`src/rtl/instr_loader_if.sv`:
```
// Byte-stream input and instruction-memory write bus for instr_loader.
// slave is the loader side; master is the byte source / memory side.
interface instr_loader_if #(
  parameter int NADDRE = 8,
  parameter int NBDATA = 12
);
  localparam int AW = (NADDRE > 1) ? $clog2(NADDRE) : 1;

  logic [7:0]        rx_data;
  logic              rx_vld;
  logic              rx_rdy;
  logic              mem_wr;
  logic [AW-1:0]     mem_addr;
  logic [NBDATA-1:0] mem_data;

  modport slave (
    input  rx_data, rx_vld,
    output rx_rdy, mem_wr, mem_addr, mem_data
  );

  modport master (
    output rx_data, rx_vld,
    input  rx_rdy, mem_wr, mem_addr, mem_data
  );
endinterface

```
`src/rtl/instr_loader.sv`:
```
// Loads instruction memory from a framed byte stream:
// A5, 16-bit word count, N words of NB bytes (MSB first), XOR checksum.
module instr_loader #(
  parameter int NADDRE = 8,
  parameter int NBDATA = 12
) (
  input  logic            clk,
  input  logic            rst,
  instr_loader_if.slave   bus,
  output logic            busy,
  output logic            done,
  output logic            err
);
  localparam int NB  = (NBDATA + 7) / 8;
  localparam int AW  = (NADDRE > 1) ? $clog2(NADDRE) : 1;
  localparam int BIW = (NB > 1) ? $clog2(NB) : 1;

  typedef enum logic [2:0] {
    IDLE, LEN_H, LEN_L, DATA, CSUM, WRITE
  } state_t;

  state_t            state_q, state_d;
  logic [7:0]        len_hi_q, len_hi_d;
  logic [15:0]       cnt_q, cnt_d;
  logic [15:0]       wcnt_q, wcnt_d;
  logic [BIW-1:0]    bidx_q, bidx_d;
  logic [NB*8-1:0]   shreg_q, shreg_d;
  logic [AW-1:0]     addr_q, addr_d;
  logic [NBDATA-1:0] data_q, data_d;
  logic [7:0]        csum_q, csum_d;
  logic              busy_q, busy_d;
  logic              done_q, done_d;
  logic              err_q, err_d;
  logic              acc;

  assign bus.rx_rdy   = (state_q != WRITE);
  assign bus.mem_wr   = (state_q == WRITE);
  assign bus.mem_addr = addr_q;
  assign bus.mem_data = data_q;
  assign busy         = busy_q;
  assign done         = done_q;
  assign err          = err_q;
  assign acc          = bus.rx_vld && (state_q != WRITE);

  always_comb begin
    state_d  = state_q;
    len_hi_d = len_hi_q;
    cnt_d    = cnt_q;
    wcnt_d   = wcnt_q;
    bidx_d   = bidx_q;
    shreg_d  = shreg_q;
    addr_d   = addr_q;
    data_d   = data_q;
    csum_d   = csum_q;
    busy_d   = busy_q;
    done_d   = done_q;
    err_d    = err_q;
    unique case (state_q)
      IDLE: begin
        if (acc && bus.rx_data == 8'hA5) begin
          state_d = LEN_H;
          done_d  = 1'b0;
          err_d   = 1'b0;
          busy_d  = 1'b1;
          csum_d  = '0;
          addr_d  = '0;
          wcnt_d  = '0;
          bidx_d  = '0;
        end
      end
      LEN_H: begin
        if (acc) begin
          len_hi_d = bus.rx_data;
          state_d  = LEN_L;
        end
      end
      LEN_L: begin
        if (acc) begin
          cnt_d = {len_hi_q, bus.rx_data};
          if (cnt_d == 16'd0 || cnt_d > 16'(NADDRE)) begin
            err_d   = 1'b1;
            busy_d  = 1'b0;
            state_d = IDLE;
          end else begin
            state_d = DATA;
          end
        end
      end
      DATA: begin
        if (acc) begin
          shreg_d      = shreg_q << 8;
          shreg_d[7:0] = bus.rx_data;
          csum_d       = csum_q ^ bus.rx_data;
          if (bidx_q == BIW'(NB - 1)) begin
            bidx_d  = '0;
            data_d  = shreg_d[NBDATA-1:0];
            state_d = WRITE;
          end else begin
            bidx_d = bidx_q + 1'b1;
          end
        end
      end
      WRITE: begin
        // address only advances when another word follows, so it never wraps
        wcnt_d = wcnt_q + 16'd1;
        if (wcnt_d == cnt_q) begin
          state_d = CSUM;
        end else begin
          state_d = DATA;
          addr_d  = addr_q + 1'b1;
        end
      end
      CSUM: begin
        if (acc) begin
          if (bus.rx_data == csum_q) done_d = 1'b1;
          else                       err_d  = 1'b1;
          busy_d  = 1'b0;
          state_d = IDLE;
        end
      end
      default: state_d = IDLE;
    endcase
  end

  always_ff @(posedge clk) begin
    if (rst) begin
      state_q  <= IDLE;
      len_hi_q <= '0;
      cnt_q    <= '0;
      wcnt_q   <= '0;
      bidx_q   <= '0;
      shreg_q  <= '0;
      addr_q   <= '0;
      data_q   <= '0;
      csum_q   <= '0;
      busy_q   <= 1'b0;
      done_q   <= 1'b0;
      err_q    <= 1'b0;
    end else begin
      state_q  <= state_d;
      len_hi_q <= len_hi_d;
      cnt_q    <= cnt_d;
      wcnt_q   <= wcnt_d;
      bidx_q   <= bidx_d;
      shreg_q  <= shreg_d;
      addr_q   <= addr_d;
      data_q   <= data_d;
      csum_q   <= csum_d;
      busy_q   <= busy_d;
      done_q   <= done_d;
      err_q    <= err_d;
    end
  end
endmodule

```
`src/flat_wrapper.sv`:
```
// flat-port wrapper written by rule: the top's interface ports become plain ports
module instr_loader_flat 
#(
  parameter int NADDRE = 8,
  parameter int NBDATA = 12
)
  (clk, rst, busy, done, err, bus_rx_data, bus_rx_vld, bus_rx_rdy, bus_mem_wr, bus_mem_addr, bus_mem_data);
  instr_loader_if #(.NADDRE(NADDRE), .NBDATA(NBDATA)) bus_i ();
  input  logic clk;
  input  logic rst;
  output logic busy;
  output logic done;
  output logic err;
  input wire logic [$bits(bus_i.rx_data)-1:0] bus_rx_data;
  input wire logic [$bits(bus_i.rx_vld)-1:0] bus_rx_vld;
  output wire logic [$bits(bus_i.rx_rdy)-1:0] bus_rx_rdy;
  output wire logic [$bits(bus_i.mem_wr)-1:0] bus_mem_wr;
  output wire logic [$bits(bus_i.mem_addr)-1:0] bus_mem_addr;
  output wire logic [$bits(bus_i.mem_data)-1:0] bus_mem_data;
  assign bus_i.rx_data = bus_rx_data;
  assign bus_i.rx_vld = bus_rx_vld;
  assign bus_rx_rdy = bus_i.rx_rdy;
  assign bus_mem_wr = bus_i.mem_wr;
  assign bus_mem_addr = bus_i.mem_addr;
  assign bus_mem_data = bus_i.mem_data;
  instr_loader #(.NADDRE(NADDRE), .NBDATA(NBDATA)) u_core (.clk(clk), .rst(rst), .bus(bus_i), .busy(busy), .done(done), .err(err));
endmodule
```
`config.mk`:
```
export PLATFORM = sky130hd
export DESIGN_NAME = instr_loader_flat
export DESIGN_NICKNAME = d
export VERILOG_FILES = /design/src/rtl/instr_loader_if.sv /design/src/rtl/instr_loader.sv /design/src/flat_wrapper.sv
export SDC_FILE = /design/constraint.sdc
export NUM_CORES = 1
export LEC_CHECK = 0
export CAP_MARGIN = 10
export CORE_MARGIN = 4
export CORE_UTILIZATION = 52
export CTS_CLUSTER_SIZE = 10
export DETAILED_ROUTE_END_ITERATION = 16
export GPL_TIMING_DRIVEN = 0
export PLACE_DENSITY = 0.78
export RECOVER_POWER = 50
export SLEW_MARGIN = 0
export SYNTH_ARGS = -nofsm -noshare
export SYNTH_HDL_FRONTEND = slang
export SYNTH_SLANG_ARGS = --single-unit
```
`constraint.sdc`:
```
create_clock -name clk -period 2.53 [get_ports clk]
set_input_delay 0.506 -clock clk [delete_from_list [all_inputs] [get_ports clk]]
set_output_delay 0.506 -clock clk [all_outputs]
set_load 0.02 [all_outputs]
```
==> metrics.md, run 1 <==
| Metric | Value |
|---|---|
| Vias per std cell | 5.76 |
| Asr flop ratio synth | 0% |
| Fin Hold WS | around 460 ps |
| Syn Area/Cell | 7.61 um2 |
| Register area share after synthesis | 39.1% |
| Logic pwr share | ~3.3% |
| Adder-Cell Fraction of Synth Area | less than 1% |
| Placed cells | 617 |
| WL per Instance | roughly 15 um |
| GP Congestion | 0.918 |
| CP Class | reg2reg |
| Initial antenna violation count | 0 |
| Max-Cap Viols | 0 |
| Pwr Density | 498 mW/mm2 |
| Commonest non-fill, non-tap cell in the layout | nand2_1 |
| Xor and xnor fraction of the mapped netlist area | 6.47% |
| Placed Area | 0.00414 mm2 |
| Drt drc | 0 |
| Worst EP arrival | approximately 2700 ps |
| Clk_skew | around 9.4 ps |
| Worst slew pin tran | about 660 ps |
| Library cells used by synthesis | 53 |
| Critical path endpoint category | flip-flop |
| Maximum vdd drop | 0.480 mV |
| Power Internal | 1.66 mW |
| Cells after synthesis | approximately 500 |
| Root Driver | clkbuf_8 |
| Syn nets | 511 |
| Overflow after GRT | 0 |
| Startpoint Class | flip-flop |
| Mapped Area | 0.00379 mm2 |
| Outcome | complete, no violations |
| Switching share of power | 24.8% |
| Clk slew on worst S/H paths | 90 ps |
| Clock buffer depth | 2 |
| Post-route minimum period | 2430 ps |
| Finished Cell Area | 0.00443 mm2 |
| Die width | 93.4 um |
| Critical Path Source | u_core.wcnt_q[0] |
| Ant diodes | 0 |
| Vias in the first global route | 3461 |
| Setup TNS | 0 ps |
| CTS sink cnt | 74 |
| Rows | 30 |
| IO buf count | 23 |
| Hold buffer count at cts | 0 |
| Core ar. | 0.00694 mm2 |
| First-pass GRT wire length | 16.5 mm |
| Net Sw Power | 0.546 mW |
| H-tree depth | 3 |
| Largest family of logic cells by synthesized area | simple AND/OR/NAND/NOR gates |
| Final setup viols | 0 |
| CTS tree | done |
| Reg2Reg Launch Point | u_core.wcnt_q[0] |
| Min-delay worst type | in2reg |
| Clk_lat worst skew | 350 ps |
| Power Total | 2.20 mW |
| Pins over their slew limit | 0 |
| Chip Height | a little over 90 um |
| Ys flop type | dfxtp_1 |
| TritonCTS Buffers | 9 |
| Area growth from synthesis to layout | 16.7% |
| PnR worst setup slack | around 99 ps |
| Hold wc startpoint | bus_rx_data[7] |
| Worst EP required | approximately 2800 ps |
| Post-Place Setup Slack | -569 ps |
| Vias | 3629 |
| YS warnings | 0 |
| CP Max Fanout | 7 |
| Initial Util | 54.6% |
| Post-route insts no fill | 630 |
| Hpwl dp | roughly 7.0 mm |
| Layout Nets | 542 |
| # IOs | 31 |
| Hold Fails Final Rpt | 0 |
| Die area | 0.00872 mm2 |
| Flops & latches, synth | 74 |
| Relative slew margins | 55.6% |
| EDFF count, synth | 0 |
| Overall Global Routing Usage | between 20% and 30% |
| Final wirelength | approximately 9.7 mm |
| Final Cycle Share | a little over nine tenths |
| First-pass iteration count of the detailed router | 5 |
| Static leakage | between 1.5 and 2 nW |
| Starting DRT DRC Count | ~190 |
| RSZ-0062 raised after global routing | false |
| Mux contribution to synthesized area | 0.825% |
| Largest net degree at the start of global routing | 16 |
| Fraction of layout cells with a size suffix above 1 | between 10% and 20% |
| Antenna viol nets, final | 0 |
| Fmax | 411 MHz |
| Utilization after layout | 63.7% |
| Power share of the clock group | 43.9% |
| Most frequent cells in the layout | 103 x nand2_1, 70 x dfxtp_1, 66 x a21oi_1 |
| Synth Area in Simple Gates | 31.5% |
| Synth Area in Compound Gates | 16.4% |
| Register share of total power | 52.8% |
-- power groups by stage --
stage / Combinational, mW / Sequential [mW] / Clock (mW)
after CTS: 0.0720 / 1.16 / 0.980
after global placement: 0.0715 / 1.19 / 0
after global routing: 0.0776 / 1.16 / 1.03
after floorplan: 0.0434 / 1.19 / 0
after detailed placement: 0.0720 / 1.19 / 0
final: 0.0725 / 1.16 / 0.967
-- registers in the layout, indices dropped and copies added (netlist names) --
| name | count |
|---|---|
| u_core.bus.mem_addr | 3 |
| u_core.done | 1 |
| u_core.cnt_q | 16 |
| u_core.err | 1 |
| u_core.len_hi_q | 8 |
| u_core.csum_q | 8 |
| u_core.bidx_q | 1 |
| u_core.state_q | 3 |
| u_core.wcnt_q | 16 |
| u_core.shreg_q | 4 |
| u_core.bus.mem_data | 12 |
| u_core.busy | 1 |
-- logic make-up after synthesis --
kind of cell / after synthesis
buffers and inverters: 42
flip-flops: 74
AO/OA/AOI/OAI: 110
multiplexers: 3
XOR/XNOR: 28
AND/OR/NAND/NOR: 239
adder cells (fa/ha/maj): 2
-- routing by layer --
metal  vias up  routed length [um]  track usage [%]
li1       1782                   -                -
met1      1694                4220             30.9
met2       139                4730             38.7
met3        14                 649             5.87
met4         0                 144             6.35
met5         -                   0                0
-- worst max-delay path: stages (launching register included) --
cell and delay (ps):
dfxtp_4 380, ha_4 190, and3_2 250, and3_1 220
xnor2_1 170, nand4_1 220, or4_4 620, a211oi_2 230
nor2_1 50
-- cells in the mapped netlist (2+ instances only) --
cell type  count  area (um2)
nand2_1      104         390
dfxtp_1       74        1480
a21oi_1       66         330
nor2_1        44         165
clkbuf_1      25        93.8
o21ai_0       23         115
xnor2_1       14         123
xor2_1        14         123
nand3_1       12        60.1
nand4_1       10        62.6
nor2b_1        9        56.3
nor3_1         8        40.0
and3_1         7        43.8
nor4_1         6        37.5
buf_2          5        25.0
inv_1          5        18.8
or3_1          5        31.3
a31oi_1        4        25.0
buf_4          4        30.0
nand2b_1       4        25.0
nand3b_1       4        30.0
nor3b_1        4        30.0
and2_1         3        18.8
o211ai_1       3        22.5
or4_1          3        22.5
a22oi_1        2        15.0
a311oi_1       2        17.5
and4_1         2        17.5
buf_6          2        22.5
ha_1           2        25.0
mux2i_1        2        20.0
nand4b_1       2        17.5
nor4_2         2        25.0
o311ai_1       2        17.5
or2_2          2        12.5
-- timing repair --
| action | 4_1_cts | 5_1_grt |
|---|---|---|
| setup buffers | 0 | 1 |
| endpoints found under the setup margin | 17 | 17 |
| gates resized for setup | 14 | 16 |
| pin swaps | 1 | 1 |
| cloned | 0 | 0 |
-- area by class of cell --
class | count | area [um2]
inverter | 5 | 18.8
clock buffer | 9 | 124
timing repair buffer | 24 | 235
clock inverter | 7 | 83.8
multi-input combinational | 382 | 2190
sequential | 74 | 1490
buffer | 33 | 168
tap | 96 | 120
fill | 607 | 2520
-- path summary, 6_finish.rpt --
path / end / slack, ps / cells past startpoint
worst max-delay path: u_core.state_q[1] / 100 / 8
worst min-delay path: u_core.bus.mem_data[7] / 460 / 3
worst max register to register: u_core.state_q[1] / 100 / 8
worst min register to register: u_core.bus.mem_data[7] / 460 / 2
(Power assumes the default switching activity.)
==> run 2, diff against run 1 <==
--- a/config.mk
+++ b/config.mk
@@ -7,11 +7,11 @@
 export LEC_CHECK = 0
 export CAP_MARGIN = 10
 export CORE_MARGIN = 4
-export CORE_UTILIZATION = 52
+export CORE_UTILIZATION = 50
 export CTS_CLUSTER_SIZE = 10
 export DETAILED_ROUTE_END_ITERATION = 16
 export GPL_TIMING_DRIVEN = 0
-export PLACE_DENSITY = 0.78
+export PLACE_DENSITY = 0.76
 export RECOVER_POWER = 50
 export SLEW_MARGIN = 0
 export SYNTH_ARGS = -nofsm -noshare
==> run 2 against run 1 <==
Clock skew rose by 4.5 ps. Final area decreased by 1.1%. Combinational power about the same. Wire length increased by 5.3%.
==> metrics.md, run 2 (synthesis results as in run 1) <==
| Metric | Value |
|---|---|
| Overall Global Routing Usage | 24.7% |
| Finished Cell Area | 0.00438 mm2 |
| Worst slew pin tran | around 630 ps |
| TritonCTS Buffers | 9 |
| Overflow after GRT | 0 |
| Fill count | 702 |
| Layout Nets | between 500 and 600 |
| Largest net degree at the start of global routing | 14 |
| Critical-path top delay cell | or4_4 |
| Clk slew on worst S/H paths | 80 ps |
| Setup TNS | 0 ps |
| CP Max Fanout | 6 |
| Bufs and invs on worst path | 0 |
| Rows | 31 |
| Outcome | complete, no violations |
| Largest stage delay on the critical path | 590 ps |
| IO buf count | 23 |
| CTS tree | done |
| Initial Util | 52.0% |
| Area growth from synthesis to layout | 15.5% |
| Starting DRT DRC Count | 195 |
| First-pass iteration count of the detailed router | 5 |
| CP most frequent cell | and3_1 |
| Hpwl dp | 7.20 mm |
| Relative slew margins | a little under three fifths |
| Chip Height | 95.1 um |
| Die area | 0.00904 mm2 |
| Vias in the first global route | between 3000 and 4000 |
| Maximum vdd drop | 0.383 mV |
| Commonest non-fill, non-tap cell in the layout | nand2_1 |
| Clk_skew | 13.9 ps |
| Initial antenna violation count | 0 |
| CP Capture Point | u_core.state_q[1] |
| Logic pwr share | 3.3% |
| Worst EP arrival | ~2700 ps |
| Post-route minimum period | 2490 ps |
| Switching share of power | 24.0% |
| Root Driver | clkbuf_8 |
| CTS sink cnt | 74 |
| Most frequent cells in the layout | 104 x nand2_1, 70 x dfxtp_1, 66 x a21oi_1 |
| Static leakage | 1.62 nW |
| Hold Fails Final Rpt | 0 |
| Final wirelength | 10.3 mm |
| Setup bufs post-CTS | 0 |
| Critical path, cell by cell | ha_4, and3_1, and3_1, xnor2_1, nand4_1, or4_4, a211oi_1, nor2_1 |
| Clk_lat worst skew | 360 ps |
| Critical Path Source | u_core.wcnt_q[1] |
| Reg area | 0.00149 mm2 |
| Top delay family on crit path | simple AND/OR/NAND/NOR gates |
| H-tree depth | 3 |
| Power Internal | between 1.5 and 2 mW |
| Final setup viols | 0 |
| Ant diodes | 0 |
| Fmax | 402 MHz |
| Reg2Reg Launch Point | u_core.wcnt_q[1] |
| Vias | 3657 |
| Min-delay worst type | reg2reg |
| # IOs | 31 |
| Antenna viol nets, final | 0 |
| Critical path endpoint category | flip-flop |
| Pins over their slew limit | 0 |
| GP Congestion | 0.922 |
| Die width | 95.1 um |
| Worst reg2reg setup slack | approximately 44 ps |
| Vias per std cell | between 5 and 6 |
| Worst r2r dst | u_core.state_q[1] |
| Register share of total power | approximately 54% |
| Fraction of layout cells with a size suffix above 1 | 9.94% |
| Core ar. | ~0.0073 mm2 |
| Clock buffer depth | 2 |
| Startpoint Class | flip-flop |
| Net Sw Power | around 0.52 mW |
| Area occupied by multi-input gates | around 0.0022 mm2 |
| Worst EP required | 2750 ps |
| CP Class | reg2reg |
| First-pass GRT wire length | 17.4 mm |
| WL per Instance | 16.2 um |
| Utilization after layout | 60.0% |
| Power share of the clock group | a little over two fifths |
| Pwr Density | 494 mW/mm2 |
| Final Cycle Share | 98.3% |
| Reg2reg path depth | 8 |
| Critical path depth | 8 |
| Placed Area | 0.00415 mm2 |
| Max-Cap Viols | 0 |
| RSZ-0062 raised after global routing | true |
| Drt drc | 0 |
run 2: cell types whose count changed in the layout (fill, tap and decap cells not counted), sizes merged:
cell / previous run / this run
clkbuf: 30 / 32
inv: 9 / 7
buf: 13 / 12
clkdlybuf4s15: 1 / 0
clkinv: 1 / 2
dlygate4sd2: 2 / 1
dlymetal6s2s: 0 / 1
run 2: power by group through the flow:
| stage | combinational [mW] | sequential (mW) | clock (mW) |
|---|---|---|---|
| CTS | 0.0722 | 1.16 | 0.930 |
| finish | 0.0722 | 1.16 | 0.925 |
| global route | 0.0778 | 1.16 | 0.989 |
| floorplan | 0.0434 | 1.19 | 0 |
| detailed placement | 0.0727 | 1.19 | 0 |
| global placement | 0.0717 | 1.19 | 0 |
run 2: worst min-delay path, delay by kind of cell (launching register included):
kind	cells	cell delay [ps]
flip-flops	1	310
AND/OR/NAND/NOR	1	50
AO/OA/AOI/OAI	1	50
run 2: cell type report:
class | count | share of cell area [%]
multi-input cells | 382 | 49.4
flip-flops and latches | 74 | 34.0
repair buffers | 23 | 5.17
plain buffers | 33 | 3.86
clock buffers | 10 | 2.92
well taps | 99 | 2.83
clock inverters | 6 | 1.49
inverters | 5 | 0.429
run 2: repair_timing:
item                                    in CTS  in global routing
endpoints found under the setup margin      17                 19
pin swaps                                    1                  0
hold buffers                                 0                  0
resized for setup                           14                 11
run 2: metrics by stage:
stage	cells	setup slack (ps)	hold WS [ps]	power, mW
finish	632	44.0	453	2.16
global route	632	-68.4	446	2.23
CTS	633	7.30	450	2.17
detailed placement	620	-584	449	1.26
global placement	620	-552	442	1.26
floorplan	498	158	432	1.23
run 2: how the worst min path moves through the flow:
stage	startpoint	end	depth (start not counted)
after global placement	u_core.bus.mem_data[6]	u_core.bus.mem_data[6]	2
after global routing	bus_rx_data[4]	u_core.cnt_q[4]	3
after detailed placement	u_core.bus.mem_data[9]	u_core.bus.mem_data[9]	2
after CTS	bus_rx_data[4]	u_core.cnt_q[4]	3
after floorplan	u_core.shreg_q[3]	u_core.bus.mem_data[11]	2
final	u_core.bus.mem_data[9]	u_core.bus.mem_data[9]	2
run 2: layer usage:
layer / global-route usage [%] / vias up / wire (um)
met5: 0 / - / 0
met2: 41.0 / 137 / 4990
li1: - / 1776 / -
met3: 6.87 / 17 / 723
met4: 7.69 / 0 / 187
met1: 31.0 / 1727 / 4360
==> run 3, diff against run 2 <==
--- a/config.mk
+++ b/config.mk
@@ -13,7 +13,6 @@
 export GPL_TIMING_DRIVEN = 0
 export PLACE_DENSITY = 0.76
 export RECOVER_POWER = 50
-export SLEW_MARGIN = 0
 export SYNTH_ARGS = -nofsm -noshare
 export SYNTH_HDL_FRONTEND = slang
 export SYNTH_SLANG_ARGS = --single-unit
==> results of run 3 <==
Final layout, timing and power as in run 2 (identical DEF).
